--- config.mk ---
export PLATFORM = sky130hd
export DESIGN_NAME = amiga_clken_gen
export DESIGN_NICKNAME = d
export VERILOG_FILES = /design/src/rtl/amiga_clken_gen.sv
export SDC_FILE = /design/constraint.sdc
export NUM_CORES = 1
export LEC_CHECK = 0
export ABC_CLOCK_PERIOD_IN_PS = 6480
export CORE_MARGIN = 5
export CORE_UTILIZATION = 62
export DETAILED_ROUTE_END_ITERATION = 10
export GPL_ROUTABILITY_DRIVEN = 0
export PLACE_DENSITY = 0.87
export SYNTH_ARGS = -nofsm -noshare
export SYNTH_HDL_FRONTEND = slang
export SYNTH_HIERARCHICAL = 1
export SYNTH_SLANG_ARGS = --single-unit
--- constraint.sdc ---
create_clock -name clk -period 6.48 [get_ports clk]
set_clock_uncertainty 0.1 [all_clocks]
set_input_delay 1.944 -clock clk [delete_from_list [all_inputs] [get_ports clk]]
set_output_delay 1.944 -clock clk [all_outputs]
set_load 0.05 [all_outputs]
--- src/rtl/amiga_clken_gen.sv ---
// Multi-channel programmable clock-enable generator for the 28 MHz domain.
// Channels stay off until the synchronised lock flag has been stable for SETTLE_CYC cycles.

module amiga_clken_ch #(
   parameter int CNT_W = 8
) (
   input  logic             clk_i,
   input  logic             rst_i,
   input  logic             load_i,
   input  logic             run_i,
   input  logic [CNT_W-1:0] div_i,
   input  logic [CNT_W-1:0] phase_i,
   output logic             ce_o,
   output logic             ce_fall_o,
   output logic             clk_div_o
);
   localparam logic [CNT_W-1:0] ONE = CNT_W'(1);
   localparam logic [CNT_W-1:0] TWO = CNT_W'(2);

   logic [CNT_W-1:0] cnt_q, cnt_d, na_q, na_d, div_eff, half;
   logic             ce_q, ce_d, cf_q, cf_d, cd_q, cd_d;

   always_comb begin
      div_eff = (div_i == '0) ? ONE : div_i;
      cnt_d   = cnt_q;
      na_d    = na_q;
      if (load_i) begin
         na_d  = div_eff;
         cnt_d = (phase_i < div_eff) ? phase_i : '0;
      end else if (run_i) begin
         // ratio changes land only at the period boundary
         if (cnt_q == na_q - ONE) begin
            cnt_d = '0;
            na_d  = div_eff;
         end else begin
            cnt_d = cnt_q + ONE;
         end
      end
      half = na_d >> 1;
      ce_d = run_i && (cnt_d == '0);
      cf_d = run_i && (na_d >= TWO) && (cnt_d == half);
      cd_d = run_i && ((na_d == ONE) || (cnt_d < half));
   end

   always_ff @(posedge clk_i or posedge rst_i) begin
      if (rst_i) begin
         cnt_q <= '0;
         na_q  <= ONE;
         ce_q  <= 1'b0;
         cf_q  <= 1'b0;
         cd_q  <= 1'b0;
      end else begin
         cnt_q <= cnt_d;
         na_q  <= na_d;
         ce_q  <= ce_d;
         cf_q  <= cf_d;
         cd_q  <= cd_d;
      end
   end

   assign ce_o      = ce_q;
   assign ce_fall_o = cf_q;
   assign clk_div_o = cd_q;
endmodule

module amiga_clken_gen #(
   parameter int NCH        = 4,
   parameter int CNT_W      = 8,
   parameter int SETTLE_CYC = 16
) (
   input  logic                 clk,
   input  logic                 areset,
   input  logic                 locked,
   input  logic [NCH*CNT_W-1:0] div,
   input  logic [NCH*CNT_W-1:0] phase,
   input  logic                 sync_req,
   output logic                 ready,
   output logic [NCH-1:0]       ce,
   output logic [NCH-1:0]       ce_fall,
   output logic [NCH-1:0]       clk_div
);
   localparam int SW = $clog2(SETTLE_CYC + 1);

   typedef enum logic [1:0] {ST_IDLE, ST_SETTLE, ST_RUN} state_t;

   state_t        state_q, state_d;
   logic [SW-1:0] settle_q, settle_d;
   logic          lock_meta_q, lock_s_q;
   logic          run_d, load;

   always_ff @(posedge clk or posedge areset) begin
      if (areset) begin
         lock_meta_q <= 1'b0;
         lock_s_q    <= 1'b0;
         state_q     <= ST_IDLE;
         settle_q    <= '0;
      end else begin
         lock_meta_q <= locked;
         lock_s_q    <= lock_meta_q;
         state_q     <= state_d;
         settle_q    <= settle_d;
      end
   end

   always_comb begin
      state_d  = state_q;
      settle_d = settle_q;
      case (state_q)
         ST_IDLE: begin
            if (lock_s_q) begin
               state_d  = ST_SETTLE;
               settle_d = '0;
            end
         end
         ST_SETTLE: begin
            if (!lock_s_q)                            state_d  = ST_IDLE;
            else if (settle_q == SW'(SETTLE_CYC - 1)) state_d  = ST_RUN;
            else                                      settle_d = settle_q + SW'(1);
         end
         ST_RUN: begin
            if (!lock_s_q) state_d = ST_IDLE;
         end
         default: state_d = ST_IDLE;
      endcase
   end

   // Outputs are registered from next-state values so they line up with ready.
   assign run_d = (state_d == ST_RUN);
   assign load  = run_d && ((state_q != ST_RUN) || sync_req);
   assign ready = (state_q == ST_RUN);

   for (genvar g = 0; g < NCH; g++) begin : gen_ch
      amiga_clken_ch #(.CNT_W(CNT_W)) u_ch (
         .clk_i     (clk),
         .rst_i     (areset),
         .load_i    (load),
         .run_i     (run_d),
         .div_i     (div[g*CNT_W +: CNT_W]),
         .phase_i   (phase[g*CNT_W +: CNT_W]),
         .ce_o      (ce[g]),
         .ce_fall_o (ce_fall[g]),
         .clk_div_o (clk_div[g])
      );
   end
endmodule

=== Yosys cells after proc, flatten, opt, wreduce, memory -nomap -nowiden ===
Cells that the tools add are included.

* Output and inout bits: 13
* Input port bits: 68
* Register bits after elaboration: 85
* Logic and storage cells: 139

* Magnitude comparators: 12
* Reductions and logical operators: 33
* Equality and inequality tests: 20
* $add $sub $neg: 9
* Multiplexer cells: 41

{| class="wikitable"
|+ Operators by type and width
! kind !! count
|-
| $mux 8 || 32
|-
| $logic_not 8->1 || 8
|-
| $add 8x1->8 const B || 4
|-
| $eq 8x1->1 const B || 4
|-
| $eq 8x7->1 || 4
|-
| $eq 8x8->1 || 4
|-
| $ge 8x2->1 const B || 4
|-
| $lt 8x7->1 || 4
|-
| $lt 8x8->1 || 4
|-
| $sub 8x1->8 const B || 4
|-
| $logic_and 1x1->1 || 17
|-
| $mux 5 || 3
|-
| $pmux 5 s2 || 1
|-
| $mux 2 || 4
|-
| $ne 2x2->1 const B || 4
|-
| $pmux 2 s3 || 1
|-
| $add 5x1->5 const B || 1
|-
| $eq 5x4->1 const B || 1
|-
| $logic_or 1x1->1 || 5
|-
| $eq 2x2->1 const B || 2
|-
| $reduce_and 4->1 || 1
|-
| $eq 2x1->1 const B || 1
|-
| $logic_not 2->1 || 1
|-
| $reduce_bool 2->1 || 1
|}

=== Logic depth before layout (Yosys ltp) ===
* Depth after elaboration: 10
* Depth in mapped cells: 19
* Mapped depth without buffers: 17

=== Cells and area by module ===
Netlist, hierarchy kept.

{| class="wikitable"
|+ Modules (own cells, without submodules)
! module !! area an instance (um^2) !! instances !! seq. area each (um^2) !! cells each
|-
| amiga_clken_ch at gen_ch[0].u_ch ... || 1626.6 || 3 || 476.7 || 173
|-
| amiga_clken_ch at gen_ch[1].u_ch || 1696.6 || 1 || 476.7 || 184
|-
| amiga_clken_gen || 465.4 || 1 || 225.2 || 39
|}

=== Worst setup path before layout ===
Ideal clock, no wire load.

* Path type: in2reg
* Start point: input port div[2]
* End point: register gen_ch[0].u_ch.cf_q
* Stages: 10
* Data arrival time: 4.375 ns
* Data required time: 6.269 ns
* Setup slack: 1.894 ns
* Cells stage by stage: or4_1 o41a_1 o21ai_0 and2_1 clkbuf_1 a22oi_1 ha_1 nand4_1 or2_2 a2111oi_2

* Word-level cells in the longest chain between the ends: 8

{| class="wikitable"
|+ RTL lines
! element !! line !! RTL
|-
| start, declared || 74 || <nowiki>input logic [NCH*CNT_W-1:0] div,</nowiki>
|-
| $logic_not 8->1 || 24 || <nowiki>div_eff = (div_i == '0) ? ONE : div_i;</nowiki>
|-
| $mux 8 * || 24 ||
|-
| parallel branches: the longest is 5 deep, another holds $lt 8x8->1 || -- ||
|-
| $logic_and 1x1->1 * || 41 || <nowiki>cf_d = run_i && (na_d >= TWO) && (cnt_d == half);</nowiki>
|-
| via gen_ch[0].u_ch.cf_d || 21 || <nowiki>logic ce_q, ce_d, cf_q, cf_d, cd_q, cd_d;</nowiki>
|-
| end signal, assigned || 50 || <nowiki>cf_q <= 1'b0;</nowiki>
|-
| end signal, assigned || 56 || <nowiki>cf_q <= cf_d;</nowiki>
|-
| end, declared || 21 ||
|}

Mark *: on every way through the listed nets, which the timed path passes.
A chain may end at the register's enable or synchronous reset.

=== Final worst setup path ===
* Start point: input port div[27]
* End point: register gen_ch[3].u_ch.cd_q

* Word-level cells in the longest chain between the ends: 8

{| class="wikitable"
|+ RTL lines
! element !! line !! RTL
|-
| $logic_not 8->1 || 24 ||
|-
| $mux 8 * || 24 ||
|-
| $lt 8x8->1 * || 29 || <nowiki>cnt_d = (phase_i < div_eff) ? phase_i : '0;</nowiki>
|-
| $mux 8 * || 29 ||
|-
| $mux 8 * || 27 || <nowiki>if (load_i) begin</nowiki>
|-
| via gen_ch[3].u_ch.cnt_d[1] || 20 || <nowiki>logic [CNT_W-1:0] cnt_q, cnt_d, na_q, na_d, div_eff, half;</nowiki>
|-
| $lt 8x7->1 * || 42 || <nowiki>cd_d = run_i && ((na_d == ONE) || (cnt_d < half));</nowiki>
|-
| $logic_or 1x1->1 * || 42 ||
|-
| $logic_and 1x1->1 * || 42 ||
|-
| via gen_ch[3].u_ch.cd_d || 21 ||
|-
| end signal, assigned || 51 || <nowiki>cd_q <= 1'b0;</nowiki>
|-
| end signal, assigned || 57 || <nowiki>cd_q <= cd_d;</nowiki>
|-
| end, declared || 21 ||
|}

The timed path passes the listed nets; every way through them passes the cells marked *.

==> results.ini <==
[global_route]
grt_max_degree=30
gr-total-overflow=0
grt_pass1_wl_um=30700
first_global_vias=6235
grt_usage_pct=28.5
antenna_found_initial=0

[die]
core_area_um2=11300
die-width_um=117
die_h_um=117
fp-row-count=39
top_level_ports=81
start_util_pct=62.5
die_area_um2=13600

[synth]
ys_async_sr_fraction_pct=100
netlist-cell-type-count=69
synth_nets=876
synth-seq-cells=85
synthTopCellsByArea=dfrtp_1 (29%), ha_1 (12%), xor2_1 (5.0%)
synth_edf_count=0
syn_area_um2=7040
synth_largest_area_cell=dfrtp_1
synth_cells=742
ys_warn_count=6
seq_area_frac_synth_pct=30.3
synth.top_cell.area_share_pct=28.8
syn_area_per_cell_um2=9.49
ys.flop_type=dfrtp_1

[critical_path]
cpMostUsedCell=o21ai_0
worst_path_dominant_cell_family=compound AO/OA/AOI/OAI gates
critPathArrivalTime_ps=5290
cpMaxStageDelayCell=or4_1
cp-end-kind=register
worstSetupPathType=in -> reg
max_stage_delay_ps=560
worstPathRequired_ps=6660
worstSetupStartpointType=primary input
path_buf_inv=1
cp_cell_sequence=clkdlybuf4s50_1 -> or4_1 -> o41a_1 -> o21ai_0 -> and2_1 -> a21o_1 -> ha_1 -> nor2b_1 -> o21ai_0 -> nand2b_1 -> a21oi_1 -> o21ai_0 -> o22ai_1
path_max_fanout=9

[cells_and_area]
area_growth_pct=16.9
instances_no_fill=957
nets=943
final_area_um2=8230
drive_gt1_share_pct=7.74
antenna_cells=0

[drt]
drt-total-wl_um=18600
ant_nets=0
firstDrtPassIters=5
drc_errors=0
wl_per_cell_um=19.5
via_per_inst=6.50
first_iter_violations=456
routed-via-count=6225

[power]
p_leak_uw=0.00344
power_density_nw_per_um2=159
ir_worst_vdd_mv=0.156

[placement]
place_area_um2=7900
dp_hpwl_um=14500
port_buffers=80
dp_cells=941

[sta]
max_freq_ghz=0.195
hold_violations=0
setup_tns_ps=0
layout_worst_path_cycle_share_pct=78.9
drv_slew=0
tightest_slew_ps=784
finalSetupViolCount=0
whs_ps=250
slew_headroom_pct=47.6
period_minus_slack_ps=5120
rsz0062_at_grt=false

[job]
max_cap_viol_count=0

[clocking]
clk_pin_slew_ps=70
clockRootBuffer=clkbuf_16
post_cts.repair.setup_buffers=0
clock_path_buffers=2
ctsHoldBuffers=0
cts_resized=0
cts_tree=yes
clock_latency_ps=350
cts.sinks=85
htreeDepth=3
numCtsBuffers=9

[run_status]
outcome=complete, no violations

[min_path]
hp-class=reg -> reg

## final timing paths
| check | from | to | slack, ps | depth (start not counted) |
|---|---|---|---|---|
| setup / recovery | div[27] | gen_ch[3].u_ch/clk_div_o$_DFF_PP0_ | 1360 | 13 |
| hold / removal | lock_meta_q$_DFF_PP0_ | lock_s_q$_DFF_PP0_ | 250 | 0 |
| setup reg to reg | gen_ch[1].u_ch/na_q[0]$_DFF_PP1_ | gen_ch[1].u_ch/ce_fall_o$_DFF_PP0_ | 1840 | 12 |
| hold reg to reg | lock_meta_q$_DFF_PP0_ | lock_s_q$_DFF_PP0_ | 250 | 0 |
| max in group asynchronous | areset | gen_ch[1].u_ch/na_q[2]$_DFF_PP0_ | 3690 | 2 |
| min in group asynchronous | areset | settle_q[4]$_DFFE_PP0P_ | 1940 | 2 |
## cell usage after synthesis, types with 7 or more instances
cell type	count
nand2_1	36
nor3_1	11
clkbuf_1	15
mux2_1	8
a21o_1	19
nand4_1	16
mux2_2	18
o21ai_0	43
nor2_1	14
or4_1	10
nand2b_1	20
mux2i_1	34
dfrtp_1	81
xnor2_1	25
xor2_1	40
o21ai_1	8
and2_1	7
ha_1	66
inv_1	63
a211oi_1	9
nand3b_1	7
a21oi_1	20
a2111oi_0	8
or3_1	7
and3_1	8
nand3_1	14
nor4_1	19
## kinds of logic (layout without fill, tap and decap cells)
group,Yosys count,after routing,share of synthesized area (%)
compound gates,176,176,18.2
xor+xnor,65,65,8.08
fa+ha+maj,66,66,11.7
flops,85,85,30.3
mux,60,60,8.99
buf+inv,91,163,5.67
simple gates,199,199,17.1
## area by class of cell
cell class | instances | area [um2]
Fill cell | 822 | 3040
Multi-Input combinational cell | 566 | 4520
Tap cell | 143 | 179
Clock inverter | 6 | 95.1
Sequential cell | 85 | 2130
Inverter | 63 | 236
Timing Repair Buffer | 84 | 831
Clock buffer | 10 | 239
## state kept, by name, indices dropped and copies added, names as in the netlist
name and count:
gen_ch.u_ch/cnt_q 32, lock_meta_q 1, gen_ch.u_ch/clk_div_o 4, gen_ch.u_ch/ce_o 4
state_q 2, settle_q 5, gen_ch.u_ch/ce_fall_o 4, gen_ch.u_ch/na_q 32
lock_s_q 1
## where the power goes
group	internal, uW	switching, uW	leakage (uW)	total (uW)
sequential	544	19.0	0.000977	563
combinational	85.3	84.3	0.00231	170
clock	351	224	0.000157	575
## layer usage
metal	global-route usage [%]	wire length, um
met1	36.6	7540
met2	47.0	9170
met3	6.11	1410
met4	11.5	527
met5	0	0
## stage by stage
| stage | total power, uW | worst slack (ps) | utilization (%) |
|---|---|---|---|
| 4_1_cts | 1310 | 1410 | 73.0 |
| 2_1_floorplan | 656 | 1890 | - |
| 6_report | 1310 | 1360 | 73.0 |
| 3_3_place_gp | 729 | 1170 | 70.1 |
| 3_5_place_dp | 740 | 1070 | 70.1 |
| 5_1_grt | 1360 | 1140 | 73.0 |
## cell usage in the layout (no fill, tap or decap), types with 7 or more instances in the layout
cell	Yosys	final
o21ai_0	43	43
a2111oi_0	8	8
mux2i_1	34	34
mux2_1	8	8
nor2_1	14	14
mux2_2	18	18
ha_1	66	66
xnor2_1	25	25
nand2b_1	20	20
nor4_1	19	19
nand4_1	16	16
nand2_1	36	36
clkbuf_16	0	9
nand3b_1	7	7
a211oi_1	9	9
dfrtp_1	81	81
a21oi_1	20	20
a21o_1	19	19
and3_1	8	8
nand3_1	14	14
clkdlybuf4s50_1	0	80
or3_1	7	7
o21ai_1	8	8
and2_1	7	7
xor2_1	40	40
nor3_1	11	11
or4_1	10	10
inv_1	63	63
Note: power is estimated with default switching activity, not from simulation.
